===== src/rtl/pcs_am_pkg.sv =====
// Shared constants for 100GBASE-R alignment marker insertion: the per-lane
// marker table, the AM sync header and the sequencer state encoding.
package pcs_am_pkg;

    localparam int NB_LANES  = 20;
    localparam int NB_MARKER = 24;

    localparam logic [1:0] AM_SYNC_HDR = 2'b10;

    // {M0, M1, M2} for PCS lanes 0..19
    localparam logic [NB_MARKER-1:0] AM_MARKERS [NB_LANES] = '{
        24'hC16821, 24'h9D718E, 24'h594BE8, 24'h4D957B, 24'hF50709,
        24'hDD14C2, 24'h9A4A26, 24'h7B4566, 24'hA02476, 24'h68C9FB,
        24'hFD6C99, 24'hB99155, 24'h5CB9B2, 24'h1AF8BD, 24'h83C7CA,
        24'h3536CD, 24'hC4314C, 24'hADD6B7, 24'h5F662A, 24'hC0F0E5
    };

    typedef enum logic [1:0] {
        ST_SOL_AM = 2'd0,
        ST_DATA   = 2'd1,
        ST_AM     = 2'd2
    } am_state_t;

endpackage


===== src/rtl/am_lane_rom.sv =====
// Lane-number to alignment-marker lookup. Unknown lanes return zero markers
// and raise o_err so the caller can flag a misconfigured lane.
module am_lane_rom
    import pcs_am_pkg::*;
#(
    parameter int NB_LANE_ID = 5
) (
    input  logic [NB_LANE_ID-1:0] i_lane_id,
    output logic [7:0]            o_m0,
    output logic [7:0]            o_m1,
    output logic [7:0]            o_m2,
    output logic                  o_err
);

    logic [NB_MARKER-1:0] marker;

    // Scan the table so out-of-range ids fall through to zero markers
    always_comb begin
        marker = '0;
        o_err  = 1'b1;
        for (int i = 0; i < NB_LANES; i++) begin
            if (int'(i_lane_id) == i) begin
                marker = AM_MARKERS[i];
                o_err  = 1'b0;
            end
        end
    end

    assign o_m0 = marker[23:16];
    assign o_m1 = marker[15:8];
    assign o_m2 = marker[7:0];

endmodule


===== src/rtl/am_bip_sequencer.sv =====
// Per-lane TX alignment-marker sequencer. Counts data blocks between AMs,
// stalls upstream during the AM slot and builds the AM word from the lane
// markers and the BIP calculator's current BIP3/BIP7. Data path is
// combinational from registered state, so blocks pass with zero latency.
module am_bip_sequencer
    import pcs_am_pkg::*;
#(
    parameter int LEN_CODED_BLOCK = 66,
    parameter int NB_BIP          = 8,
    parameter int AM_PERIOD       = 16384,
    parameter int NB_LANE_ID      = 5,
    parameter int NB_COUNT        = 14
) (
    input  logic                       i_clock,
    input  logic                       i_reset,
    input  logic                       i_enable,
    input  logic                       i_restart,
    input  logic [NB_LANE_ID-1:0]      i_lane_id,
    input  logic [LEN_CODED_BLOCK-1:0] i_data,
    input  logic                       i_valid,
    output logic                       o_ready,
    input  logic [NB_BIP-1:0]          i_bip3,
    input  logic [NB_BIP-1:0]          i_bip7,
    output logic [LEN_CODED_BLOCK-1:0] o_data,
    output logic                       o_valid,
    output logic                       o_bip_enable,
    output logic                       o_am_insert,
    output logic                       o_start_of_lane,
    output logic                       o_lane_err
);

    // Last data block of a period is the one transferred at this count
    localparam logic [NB_COUNT-1:0] TERM_COUNT = NB_COUNT'(AM_PERIOD - 2);

    am_state_t                  state_q;
    am_state_t                  state_d;
    logic [NB_COUNT-1:0]        count_q;
    logic [NB_COUNT-1:0]        count_d;
    logic                       lane_err_q;
    logic [7:0]                 m0;
    logic [7:0]                 m1;
    logic [7:0]                 m2;
    logic                       rom_err;
    logic [LEN_CODED_BLOCK-1:0] am_word;

    am_lane_rom #(
        .NB_LANE_ID (NB_LANE_ID)
    ) u_lane_rom (
        .i_lane_id (i_lane_id),
        .o_m0      (m0),
        .o_m1      (m1),
        .o_m2      (m2),
        .o_err     (rom_err)
    );

    // BIP fields come straight from the calculator: parity up to, not
    // including, this AM
    assign am_word = {AM_SYNC_HDR, m0, m1, m2, i_bip3, ~m0, ~m1, ~m2, i_bip7};

    assign o_bip_enable = i_enable;
    assign o_lane_err   = lane_err_q & ~i_reset;

    // State, period counter and lane-error flag; everything freezes when disabled
    always_ff @(posedge i_clock) begin
        if (i_reset) begin
            state_q    <= ST_SOL_AM;
            count_q    <= '0;
            lane_err_q <= 1'b0;
        end else if (i_enable) begin
            state_q    <= state_d;
            count_q    <= count_d;
            lane_err_q <= rom_err;
        end
    end

    // Next-state and output decode; restart overrides the terminal-count jump
    always_comb begin
        state_d         = state_q;
        count_d         = count_q;
        o_data          = '0;
        o_valid         = 1'b0;
        o_ready         = 1'b0;
        o_am_insert     = 1'b0;
        o_start_of_lane = 1'b0;
        if (!i_reset && i_enable) begin
            case (state_q)
                ST_SOL_AM: begin
                    o_data          = am_word;
                    o_valid         = 1'b1;
                    o_am_insert     = 1'b1;
                    o_start_of_lane = 1'b1;
                    state_d         = ST_DATA;
                    count_d         = '0;
                end
                ST_DATA: begin
                    o_data  = i_data;
                    o_valid = i_valid;
                    o_ready = 1'b1;
                    if (i_valid) begin
                        if (count_q == TERM_COUNT) begin
                            state_d = ST_AM;
                            count_d = '0;
                        end else begin
                            count_d = count_q + 1'b1;
                        end
                    end
                end
                ST_AM: begin
                    o_data      = am_word;
                    o_valid     = 1'b1;
                    o_am_insert = 1'b1;
                    state_d     = ST_DATA;
                end
                default: begin
                    state_d = ST_SOL_AM;
                    count_d = '0;
                end
            endcase
            if (i_restart) begin
                state_d = ST_SOL_AM;
                count_d = '0;
            end
        end
    end

endmodule

===== config.mk =====
export PLATFORM = sky130hd
export DESIGN_NAME = am_bip_sequencer
export DESIGN_NICKNAME = d
export VERILOG_FILES = /design/src/rtl/pcs_am_pkg.sv /design/src/rtl/am_lane_rom.sv /design/src/rtl/am_bip_sequencer.sv
export SDC_FILE = /design/constraint.sdc
export NUM_CORES = 1
export LEC_CHECK = 0
export ABC_CLOCK_PERIOD_IN_PS = 2550
export BUFFER_PORTS_ARGS = -buffer_cell sky130_fd_sc_hd__buf_2
export CAP_MARGIN = 20
export CELL_PAD_IN_SITES_DETAIL_PLACEMENT = 0
export CELL_PAD_IN_SITES_GLOBAL_PLACEMENT = 1
export CORE_MARGIN = 4
export CORE_UTILIZATION = 31
export CTS_CLUSTER_SIZE = 25
export DETAILED_ROUTE_END_ITERATION = 8
export PLACE_DENSITY = 0.89
export SYNTH_ARGS = -nofsm -noshare
export SYNTH_HDL_FRONTEND = slang
export SYNTH_SLANG_ARGS = --single-unit

===== constraint.sdc =====
create_clock -name i_clock -period 2.55 [get_ports i_clock]
set_clock_uncertainty 0.15 [all_clocks]
set_input_delay 0.3825 -clock i_clock [delete_from_list [all_inputs] [get_ports i_clock]]
set_output_delay 0.3825 -clock i_clock [all_outputs]
set_load 0.05 [all_outputs]

==> results.txt, run 1 <==
Clock H-tree levels = 1
Maximum number of pins on one net before global-route repair = 39
Post-synthesis sequential element count = 17
Dominant combinational cell family by area after synthesis = compound AO/OA/AOI/OAI gates
Cell type with the highest occurrence count on the critical path = nand3_1
Sequential area share after synthesis = 12.6%
Max cap viols = 0
Later-pin clock latency in the skew report = 0.26 ns
Result of the run = finished, final reports clean
Number of routed nets with antenna violations = 0
Via count of the first global-routing pass = 3366
Asr flop ratio synth = 0%
Average wire per standard cell = 16.3 um
Standard-cell row count = 33
Fraction of the mapped netlist area in compound gates = 38.4%
Maximum number of buffers from clock root to sink = 2
Number of port buffers = 163
Final WL = 10900 um
Worst-Margin Slew = 0.456 ns
Worst R2R Start = count_q[7]
Highest-delay cell along the critical path = a221o_1
Xor and xnor fraction of the mapped netlist area = 3.57%
Ranking of synthesized cells by area = dfxtp_1 13%, a21oi_1 12%, a22o_1 5.2%
Number of design-rule violations left by the first detailed-router iteration = 250
Dpl ws = -0.000726 ns
Critical path arrival = 1.91 ns
NumNets Final = 663
Number of cells on the critical path = 8
Power per unit of standard cell area = 321 mW/mm^2
Capture point of the worst reg-to-reg path = count_q[13]
Syn Std Cell Area = 0.00270 mm^2
Depth of the most critical reg-to-reg path = 5
Portion of synthesized cell area occupied by the leading cell type = 12.6%
Distinct cell type count after synthesis = 63
Total Power = 1270 uW
Type of element capturing the critical path = output pin
Maximum ir drop on the vdd rail = 0.132 mV
Final setup violation count = 0
Critical hold path startpoint = i_restart
Width of the chip = 101 um
Full die area = 0.0103 mm^2
Fill cell total of the finished layout = 864
Crit-path leading delay family = buffers and inverters
Synth warnings = 0
Via count normalized by instance count = 5.53
TritonCTS clock tree = done
Worst Hold End = state_q[0]
Final worst path period share = 95.8%
Setup repair after global routing missed its margin = true
Starting density of the core = 32.4%
Type of origin of the critical path = input port
Time the final worst path needs with I/O delays and setup = 2.44 ns
Remaining DRCs = 0
Leading register cell type out of synthesis = dfxtp_1
Hold/Removal Path Class = input port to flip-flop
Post-CTS setup buffer count = 0
Synthesized net count = 507
Number of enable flip-flop cells after synthesis = 0
Critical path class = input port to output pin
Total leakage power = 0.00182 uW
Synthesis-to-layout area growth = 46.7%
Instance area at placement = 0.00383 mm^2
Final non-filler cell area = 0.00396 mm^2
Final count of hold timing violations = 0
Count of inserted antenna diode cells = 0
Cells after synthesis = 413
Simple logic cell fraction of the synthesized area = 34.0%
Highest achievable clock rate = 410 MHz
Sum of buffers and inverters on the critical path = 3
Crit-path cells = buf_2 > buf_4 > nand2b_1 > nand3_1 > nand3_1 > a221o_1 > a21oi_1 > clkbuf_4
Top-count cell post-synth = a21oi_1
Critical path's largest stage delay = 0.34 ns
Clock-pin slew of the registers on the worst-case setup and hold paths = 0.07 ns
Number of detailed-route iterations in the first pass = 5
Num Clock Sinks = 17
Number of buffers created by CTS = 3
Buffer cell driving the clock tree root = clkbuf_8
Cell taking the most area after synthesis = dfxtp_1
Most frequent cells after synthesis = 64 x a21oi_1, 31 x nand2_1, 27 x nor2_1
Final weighted congestion in routability-driven placement = 0.880
Cells on Worst Hold Path = 2
Num ports = 164
Arithmetic-cell share of the synthesized area counting full adders, half adders and majority gates = 1.30%
Multiplexer area fraction after synthesis = 1.53%
Initial antenna violation count = 0
Required time reported for the critical path endpoint = 2.02 ns
DIE HEIGHT = 101 um
Estimated wirelength of the detail-placed design = 8620 um
Overall fraction of global-route tracks in use = 19.8%
Final global-route overflow total = 0
Average cell area after synthesis = 6.53 um^2
Worst reg2reg setup slack = 0.50 ns
Core area = 0.00834 mm^2
Worst slew margin = 69.6%
Hold Buf Count CTS = 0
Ratio of cells with drive above 1 in the final layout = 43.5%
Max Transition Viols Final = 0
Slack of the critical path = 0.108 ns
Maximum fanout count along the critical path = 13
Wire length of the first global-routing pass = 16800 um
Via count of the routed design = 3721
worst register-to-register path: cells and delay by family (launching register included):
family	cells	cell delay, ns
AOI/OAI and AO/OA	1	0.41
and+or+nand+nor	4	0.97
DFF	1	0.40
placed cells by master (no fill, tap or decap), types with 10 or more instances in the layout:
cell type,count
buf_2,153
a21oi_1,61
nand2_1,31
nor2_1,27
buf_4,27
dfxtp_1,17
nand3_1,16
a22o_1,16
o21ai_0,15
nor3_2,13
nand2b_1,10
and3_1,10
nor2_2,10
cells by family after synthesis:
group           after synthesis
buf+inv                      50
fa+ha+maj                     3
mux                           4
compound gates              161
simple gates                167
xor+xnor                     11
flops                        17
layout make-up:
type / count / area, um^2 / area share (%)
clock buffers: 3 / 41.3 / 1.04
clock inverters: 1 / 5.00 / 0.126
inverters: 7 / 26.3 / 0.664
multi-input cells: 346 / 2260 / 57.1
flip-flops and latches: 17 / 340 / 8.59
well taps: 105 / 131 / 3.32
repair buffers: 194 / 1150 / 29.1
metal layers:
| layer | vias to the layer above | part of all wire (%) | global-route usage, % |
|---|---|---|---|
| met4 | 0 | 2.5 | 6.85 |
| met2 | 149 | 51 | 33.5 |
| met1 | 1728 | 41 | 26.5 |
| met3 | 21 | 5.8 | 1.24 |
| met5 | - | 0 | 0 |
| li1 | 1823 | - | - |
power breakdown:
part | internal (uW) | switching (uW) | leakage [uW]
Combinational | 269 | 521 | 0.00166
Clock | 109 | 101 | 0.0000255
Sequential | 268 | 2.15 | 0.000137
repair_timing:
item | 4_1_cts | 5_1_grt
gates resized for setup | 1 | 15
cloned | 0 | 1
setup endpoints to repair | 1 | 13
stage by stage:
step	TNS, ns	instances	util (%)	hold slack, ns
after floorplan	0	413	-	0.302
after global placement	0	668	46.0	0.317
after detailed placement	-0.000726	668	46.0	0.346
after CTS	0	672	46.6	0.261
after global routing	0	673	47.5	0.293
final	0	673	47.5	0.260
worst max path at each step:
stage                 start         end
3_3_place_gp   i_lane_id[1]  o_data[56]
5_1_grt        i_lane_id[3]  o_data[52]
4_1_cts        i_lane_id[2]  o_data[50]
3_5_place_dp   i_lane_id[1]  o_data[56]
6_report       i_lane_id[3]  o_data[28]
2_1_floorplan  i_lane_id[1]  o_data[30]
registers in the layout, indices dropped and copies added (netlist names):
register    count
count_q        14
lane_err_q      1
state_q         2
Power figures use the tool's default switching activity.
==> run 2: changes to the inputs <==
CORE_UTILIZATION = 32   (was 31)
CTS_BUF_LIST = sky130_fd_sc_hd__clkbuf_4   (was default)
GPL_TIMING_DRIVEN = 0   (was default)
PLACE_DENSITY = 0.92   (was 0.89)
==> run 2 against run 1 <==
- utilization increased by 0.96 points
- final cell count increased by 1.8%
- flip-flop and latch count unchanged
- non-clock buffer count increased by 12
- largest power group unchanged
- largest cell class unchanged
- global-route usage increased by 2.7 points
- critical path type unchanged
- hold slack got worse by 0.040 ns
==> results.txt, run 2 (synthesized netlist as in run 1, its figures left out) <==
Result of the run = finished, final reports clean
Clock H-tree levels = 1
Maximum number of buffers from clock root to sink = 2
Power per unit of standard cell area = 312 mW/mm^2
Clock-pin slew of the registers on the worst-case setup and hold paths = 0.10 ns
Full die area = 0.00997 mm^2
Registers with the most flip-flops = count_q: 14 flops, state_q: 2 flops, lane_err_q: 1 flops
Max cap viols = 0
Fill cell total of the finished layout = 836
Switching power = 638 uW
Number of routed nets with antenna violations = 0
Remaining DRCs = 0
Number of detailed-route iterations in the first pass = 6
Number of port buffers = 162
Critical path class = input port to output pin
Num Clock Sinks = 17
Starting density of the core = 32.8%
Placed Cells = 680
Leading cell type in the layout, fill and taps excluded = buf_2
Via count normalized by instance count = 5.68
Maximum number of pins on one net before global-route repair = 11
Final global-route overflow total = 0
Type of origin of the critical path = input port
Core area = 0.00822 mm^2
Depth of the most critical reg-to-reg path = 7
Number of flip-flops in the largest register = 14
Highest achievable clock rate = 397 MHz
Width of the chip = 99.8 um
Initial antenna violation count = 0
Final count of hold timing violations = 0
Hold/Removal Path Class = input port to flip-flop
Total leakage power = 0.00182 uW
Setup total negative slack = 0 ns
Synthesis-to-layout area growth = 47.5%
Worst slew margin = 49.5%
Maximum fanout count along the critical path = 7
Number of design-rule violations left by the first detailed-router iteration = 361
Average wire per standard cell = 18.0 um
Required time reported for the critical path endpoint = 2.02 ns
Time the final worst path needs with I/O delays and setup = 2.52 ns
Standard-cell row count = 33
Register ranked first by flip-flop count = count_q
Leading cell types in the layout, fill and taps excluded = 157 x buf_2, 59 x a21oi_1, 31 x nand2_1, 24 x nor2_1, 19 x clkbuf_4
Hold Buf Count CTS = 0
DIE HEIGHT = 99.8 um
Slack of the critical path = 0.0305 ns
Ratio of cells with drive above 1 in the final layout = 45.9%
Cells on Worst Hold Path = 2
Logic pwr share = 65.6%
Number of buffers created by CTS = 3
Wire length of the first global-routing pass = 18400 um
Max Transition Viols Final = 0
Final worst path period share = 98.8%
Internal power component = 604 uW
Final design utilization = 48.4%
Overall fraction of global-route tracks in use = 22.4%
Buffer cell driving the clock tree root = clkbuf_4
Via count of the first global-routing pass = 3560
Final WL = 12400 um
Post-route non-filler standard cell count = 685
Dpl ws = -0.276 ns
Final weighted congestion in routability-driven placement = 1.02
Type of element capturing the critical path = output pin
Clock share of power = 12.7%
Worst-Margin Slew = 0.757 ns
Hold Slack = 0.220 ns
Net switching fraction of the power = 51.4%
NumNets Final = 675
Later-pin clock latency in the skew report = 0.30 ns
Critical path arrival = 1.99 ns
Sequential Power Share = 21.6%
TritonCTS clock tree = done
Setup repair after global routing missed its margin = true
Estimated wirelength of the detail-placed design = 9450 um
Final setup violation count = 0
Maximum ir drop on the vdd rail = 0.137 mV
Count of inserted antenna diode cells = 0
Num ports = 164
Via count of the routed design = 3890
-- run 2: metrics by stage --
stage          power, uW  cell area, um^2
2_1_floorplan        802             2800
3_3_place_gp        1030             3740
3_5_place_dp        1030             3740
4_1_cts             1210             3840
5_1_grt             1300             3980
6_report            1240             3980
-- run 2: cell type report --
type                            count  area, um^2  area share, %
Inverter                            7        33.8          0.849
Buffer                             42         256           6.44
Tap cell                          105         131           3.30
Sequential cell                    17         342           8.58
Multi-Input combinational cell    346        2320           58.3
Clock buffer                        4        30.0          0.754
Timing Repair Buffer              164         866           21.8
-- run 2: worst max-delay path, stage by stage --
cell,delay [ns]
buf_2,0.18
nor2b_1,0.41
inv_1,0.18
nor3_1,0.16
a211o_1,0.20
nor3b_2,0.18
buf_2,0.29
-- run 2: final timing paths --
path,from,end,slack [ns]
max,i_lane_id[3],o_data[57],0.03
min,i_restart,state_q[0],0.22
max reg2reg,count_q[0],count_q[1],0.61
min reg2reg,lane_err_q,lane_err_q,0.36
-- run 2: timing repair --
item,4_1_cts,5_1_grt
pin swaps,1,5
endpoints found under the setup margin,34,58
buffers inserted,1,1
gates resized for setup,25,61
-- run 2: power groups by stage --
stage	clock network (uW)	registers (uW)	logic, uW
final	158	269	815
after global routing	174	269	857
after floorplan	0	274	528
after CTS	164	269	774
after global placement	0	275	751
after detailed placement	0	275	754
-- run 2: layer usage --
metal / routed length, um / up-vias / track usage [%]
met5: 0 / - / 0
li1: - / 1845 / -
met4: 246 / 0 / 5.36
met1: 5010 / 1764 / 30.3
met3: 975 / 42 / 2.02
met2: 6130 / 239 / 38.5
